## src/rtl/asts_fare_engine.sv

```systemverilog
// Multi-route ticket fare engine: credits nickel/dime/quarter strobes against a
// per-route fare, dispenses one ticket, and returns change or refunds as nickel pulses.
module asts_fare_engine #(
   parameter int NUM_ROUTES = 16,
   parameter int ROUTE_W    = 4,
   parameter int BASE_FARE  = 2,
   parameter int FARE_STEP  = 1,
   parameter int CREDIT_W   = 6
) (
   input  logic                clock,
   input  logic                reset,
   input  logic [ROUTE_W-1:0]  route_number,
   input  logic                nickel_in,
   input  logic                dime_in,
   input  logic                quarter_in,
   input  logic                cancel,
   output logic                dispense,
   output logic                nickel_out,
   output logic                coin_reject,
   output logic                busy,
   output logic [CREDIT_W-1:0] credit,
   output logic [CREDIT_W-1:0] fare
);

   // state    | meaning
   // IDLE     | no transaction; fare tracks route_number
   // COLLECT  | route latched (held in fare), accumulating coins
   // DISPENSE | one-cycle ticket release, credit holds the change
   // CHANGE   | paying out change, one nickel per cycle
   // REFUND   | paying back cancelled credit, one nickel per cycle
   typedef enum logic [2:0] {
      IDLE     = 3'd0,
      COLLECT  = 3'd1,
      DISPENSE = 3'd2,
      CHANGE   = 3'd3,
      REFUND   = 3'd4
   } state_t;

   localparam logic [CREDIT_W-1:0] BASE_C      = CREDIT_W'(BASE_FARE);
   localparam logic [CREDIT_W-1:0] STEP_C      = CREDIT_W'(FARE_STEP);
   localparam logic [CREDIT_W-1:0] ONE_C       = CREDIT_W'(1);
   localparam logic [CREDIT_W:0]   CREDIT_MAX  = {1'b0, {CREDIT_W{1'b1}}};
   localparam logic [ROUTE_W:0]    ROUTE_LIMIT = (ROUTE_W+1)'(NUM_ROUTES);

   state_t              state;
   logic [1:0]          strobe_count;
   logic                one_coin;
   logic                any_coin;
   logic [CREDIT_W-1:0] coin_value;
   logic [CREDIT_W-1:0] fare_cur;
   logic [CREDIT_W-1:0] fare_sel;
   logic [CREDIT_W:0]   sum;
   logic [CREDIT_W-1:0] change;
   logic                route_ok;
   logic                room_ok;
   logic                accept;
   logic                completes;

   always_comb begin
      strobe_count = 2'(nickel_in) + 2'(dime_in) + 2'(quarter_in);
      one_coin     = (strobe_count == 2'd1);
      any_coin     = (strobe_count != 2'd0);

      coin_value = '0;
      if (nickel_in)       coin_value = CREDIT_W'(1);
      else if (dime_in)    coin_value = CREDIT_W'(2);
      else if (quarter_in) coin_value = CREDIT_W'(5);

      // The fare register doubles as the latched route once a transaction starts.
      fare_cur = BASE_C + CREDIT_W'(route_number) * STEP_C;
      fare_sel = (state == IDLE) ? fare_cur : fare;

      route_ok  = ({1'b0, route_number} < ROUTE_LIMIT);
      sum       = {1'b0, credit} + {1'b0, coin_value};
      room_ok   = (sum <= CREDIT_MAX);
      accept    = one_coin && !cancel && room_ok &&
                  (((state == IDLE) && route_ok) || (state == COLLECT));
      completes = (sum >= {1'b0, fare_sel});
      change    = sum[CREDIT_W-1:0] - fare_sel;
   end

   always_ff @(posedge clock) begin
      if (reset) begin
         state       <= IDLE;
         credit      <= '0;
         fare        <= '0;
         dispense    <= 1'b0;
         nickel_out  <= 1'b0;
         coin_reject <= 1'b0;
         busy        <= 1'b0;
      end else begin
         dispense    <= 1'b0;
         nickel_out  <= 1'b0;
         coin_reject <= any_coin && !accept;

         unique case (state)
            IDLE: begin
               fare <= fare_cur;
               if (accept) begin
                  busy <= 1'b1;
                  if (completes) begin
                     credit   <= change;
                     dispense <= 1'b1;
                     state    <= DISPENSE;
                  end else begin
                     credit <= sum[CREDIT_W-1:0];
                     state  <= COLLECT;
                  end
               end
            end

            COLLECT: begin
               // Credit is at least one unit here, so the first refund nickel is due now.
               if (cancel) begin
                  nickel_out <= 1'b1;
                  credit     <= credit - ONE_C;
                  state      <= REFUND;
               end else if (accept) begin
                  if (completes) begin
                     credit   <= change;
                     dispense <= 1'b1;
                     state    <= DISPENSE;
                  end else begin
                     credit <= sum[CREDIT_W-1:0];
                  end
               end
            end

            DISPENSE, CHANGE, REFUND: begin
               if (credit == '0) begin
                  state <= IDLE;
                  busy  <= 1'b0;
               end else begin
                  nickel_out <= 1'b1;
                  credit     <= credit - ONE_C;
                  if (state == DISPENSE) state <= CHANGE;
               end
            end

            default: begin
               state <= IDLE;
               busy  <= 1'b0;
            end
         endcase
      end
   end

endmodule
```

## config.mk

```make
export PLATFORM = sky130hd
export DESIGN_NAME = asts_fare_engine
export DESIGN_NICKNAME = d
export VERILOG_FILES = /design/src/rtl/asts_fare_engine.sv
export SDC_FILE = /design/constraint.sdc
export NUM_CORES = 1
export LEC_CHECK = 0
export CORE_MARGIN = 2
export CORE_UTILIZATION = 54
export CTS_CLUSTER_DIAMETER = 60
export DETAILED_ROUTE_END_ITERATION = 12
export PLACE_DENSITY = 0.83
export SLEW_MARGIN = 10
export SYNTH_ARGS = -nofsm -noshare
export SYNTH_HDL_FRONTEND = slang
export SYNTH_SLANG_ARGS = --single-unit
```

## constraint.sdc

```tcl
create_clock -name clock -period 4.7 [get_ports clock]
set_input_delay 1.175 -clock clock [delete_from_list [all_inputs] [get_ports clock]]
set_output_delay 1.175 -clock clock [all_outputs]
set_load 0.005 [all_outputs]
```

==> summary.txt <==
Worst setup path
  – CP arrival: 4560 ps
  – Required @ worst endpoint: roughly 5000 ps
  – CP startpoint kind: primary input
  – Largest stage delay, worst path: 420 ps
  – Slowest-stage cell, CP: clkdlybuf4s50_1
  – CP dominant cell by count: inv_1
  – CP endpoint kind: flip-flop
  – Kind of critical path: in -> reg
  – Critical path fanouts, max: 6
  – CP cell instances: clkdlybuf4s50_1 -> inv_1 -> nand2_1 -> nand2_1 -> ha_1 -> inv_1 -> fa_1 -> nor2b_2 -> o21ai_1 -> xnor2_1 -> inv_1 -> ha_1 -> o211ai_1 -> o211ai_1 -> a22oi_4 -> mux2_2 -> a211oi_1

STA
  – RSZ-0062 raised after global routing: no
  – Worst-Margin Slew: 765 ps
  – Final Hold Vio Count: 0
  – Final setup TNS: 0 ps
  – Fin crit share: 92.6%
  – Clk_skew: 4.31 ps
  – Tmin final: 4350 ps
  – Worst rel slew slack: 48.9%
  – Slew Limit Fails: 0
  – Setup violators final: 0
  – Max Freq: about 230 MHz
  – Hold_ws: 473 ps

Logic synthesis
  – Register area share after synthesis: 22.3%
  – Synthesized area: 1700 sq um
  – Synth top area share: 22.3%
  – Syn. warnings: 0
  – Synth area leaders: dfxtp_1 22%, ha_1 8.1%, nand2_1 5.3%, o21ai_0 4.4%, a21oi_1 4.1%
  – Average size of a mapped cell: approximately 8 sq um
  – Library cells used by synthesis: 48
  – Most used DFF post-synth: dfxtp_1
  – Async S/R FF share, synth: 0%
  – #FFs+latches synth: 19
  – Syn_nets: ~240
  – Post-Syn Instances: roughly 220
  – Number of synthesized flops with an enable pin: 0
  – Synth area leader: dfxtp_1

Finish
  – Ant. Diodes: 0
  – Fin util: 66.5%
  – Seq. cell area: approximately 380 sq um
  – Non-filler cells, final: 285
  – Commonest non-fill, non-tap cell in the layout: clkdlybuf4s50_1
  – Fill cells: 274
  – Area of the multi-input gates: 1210 sq um
  – Commonest non-fill, non-tap cells in the layout: 25 x clkdlybuf4s50_1, 24 x nand2_1, 19 x dfxtp_1
  – Nets@finish: 266
  – Layout area overhead: 18.2%
  – Share of cells above drive strength 1: roughly 7.5%

CTS
  – Clock Tree Root: clkbuf_4
  – Worst skew pair latency: 300 ps
  – TritonCTS Buffers: 3
  – Clk pin slew, worst setup/hold paths: 110 ps
  – H-tree levels: 1
  – Max Root-Sink Buffers: 2
  – Post-CTS setup buffers: 0
  – Hold buffers post-CTS: 0
  – CTS tree: yes
  – CTS Sinks: 19
  – Post-CTS Resized: 0

Power
  – Max VDD drop: 504 uV
  – Pwr Density: between 800 and 900 nW/um^2
  – Switching Power: 782 uW
  – Logic pwr share: about three quarters
  – Sw Ratio: around 48%
  – Clock power frac: under 10%
  – Sequential share of power: a little under a fifth
  – Leakage: 0.000851 uW
  – Total Power: 1620 uW
  – Cell Int Power: between 800 and 900 uW

Drt
  – DRT Wirelength: ~3900 um
  – # DRC: 0
  – Top sig layer: met4
  – Via count of the routed design: 1656
  – Met2 wire len: about 1700 um
  – Avg WL per Cell: around 14 um
  – Metal3 WL: 232 um
  – Vias per cell: 5.81
  – Initial drt markers: between 70 and 80
  – Antenna Violating Nets Remaining: 0
  – Wl on met1: 1850 um
  – DRT Pass-1 Iters: 4

Die
  – IO Pins: 26
  – Die height: around 60 um
  – Core area: between 3000 and 4000 sq um
  – Initial Util: a little under three fifths
  – Die X: around 60 um
  – Row cnt: 20
  – Die ar.: between 3000 and 4000 sq um

Global route
  – First-pass GRT wire length: 6440 um
  – Total GRT Usage: 23.3%
  – Remaining global-route overflow: 0
  – Initial antenna violation count: 0
  – Vias in the first global route: 1469
  – Pin count of the biggest net entering global routing: 21

Placed design
  – Placed wire-length estimate: between 3000 and 4000 um
  – Placer Congestion: 0.983
  – Placed Instances: between 200 and 300
  – Port Buffers: 25

Flow run
  – Max_cap viols: 0

Min path
  – Hold Path Class: reg -> reg

Status
  – Status: completed
-- metrics by stage --
stage / setup WS [ps] / cell area, sq um
6_report: 350 / 2010
5_1_grt: 16.9 / 2010
4_1_cts: 273 / 2010
3_5_place_dp: -34.2 / 1990
3_3_place_gp: 103 / 1990
2_1_floorplan: 596 / 1700
-- per-layer routing --
metal | vias to the layer above | GRT usage [%]
met1 | 733 | 32.5
met5 | - | 0
met2 | 75 | 37.0
met3 | 13 | 1.52
met4 | 0 | 10.2
li1 | 835 | -
-- Yosys cell counts (4+ instances only) --
cell type and n:
o21a_1 4, o21ai_0 15, xnor2_1 7, nand2_1 24, inv_1 18, nor3_1 7, a211oi_1 8, dfxtp_1 19
mux2i_1 4, nor2_1 18, clkbuf_1 8, nand3_1 8, a21oi_1 14, ha_1 11
-- kinds of logic (layout without fill, tap and decap cells) --
| family | count (synthesis) | after routing | share of synthesized area (%) |
|---|---|---|---|
| AO/OA/AOI/OAI | 66 | 66 | 27.4 |
| XOR/XNOR | 9 | 9 | 5.51 |
| adder cells (fa/ha/maj) | 14 | 14 | 11.6 |
| buffers and inverters | 28 | 50 | 6.68 |
| flip-flops | 19 | 19 | 22.3 |
| multiplexers | 7 | 7 | 4.99 |
| AND/OR/NAND/NOR | 76 | 76 | 21.5 |
-- worst paths after layout --
path | from | endpoint | slack (ps) | cells past startpoint
setup / recovery | dime_in | credit[0]$_SDFFE_PP0P_ | 350 | 17
hold / removal | fare[5]$_SDFF_PP0_ | fare[5]$_SDFF_PP0_ | 470 | 2
setup reg to reg | state[2]$_SDFFE_PP0P_ | credit[0]$_SDFFE_PP0P_ | 1320 | 10
hold reg to reg | fare[5]$_SDFF_PP0_ | fare[5]$_SDFF_PP0_ | 470 | 2
-- power by group through the flow --
stage / Combinational [uW] / Sequential [uW] / Clock [uW]
2_1_floorplan: 971 / 256 / 0
3_3_place_gp: 1200 / 307 / 0
3_5_place_dp: 1210 / 310 / 0
4_1_cts: 1220 / 307 / 88.0
5_1_grt: 1370 / 320 / 89.3
6_report: 1230 / 307 / 84.2
-- worst max-delay path: cells and delay by family --
kind,cells,cell delay (ps)
compound gates,5,990
fa+ha+maj,3,850
buf+inv,4,630
mux,1,370
simple gates,3,310
xor+xnor,1,220
-- sequential cells by signal, indices dropped and copies added (netlist names) --
signal,count
nickel_out,1
credit,6
state,3
dispense,1
coin_reject,1
fare,6
busy,1
-- layout make-up --
type / count / area share (%)
Sequential cell: 19 / 18.9
Timing Repair Buffer: 28 / 13.5
Tap cell: 44 / 2.73
Multi-Input combinational cell: 172 / 60.2
Clock buffer: 4 / 1.30
Inverter: 18 / 3.35
(Power assumes the default switching activity.)
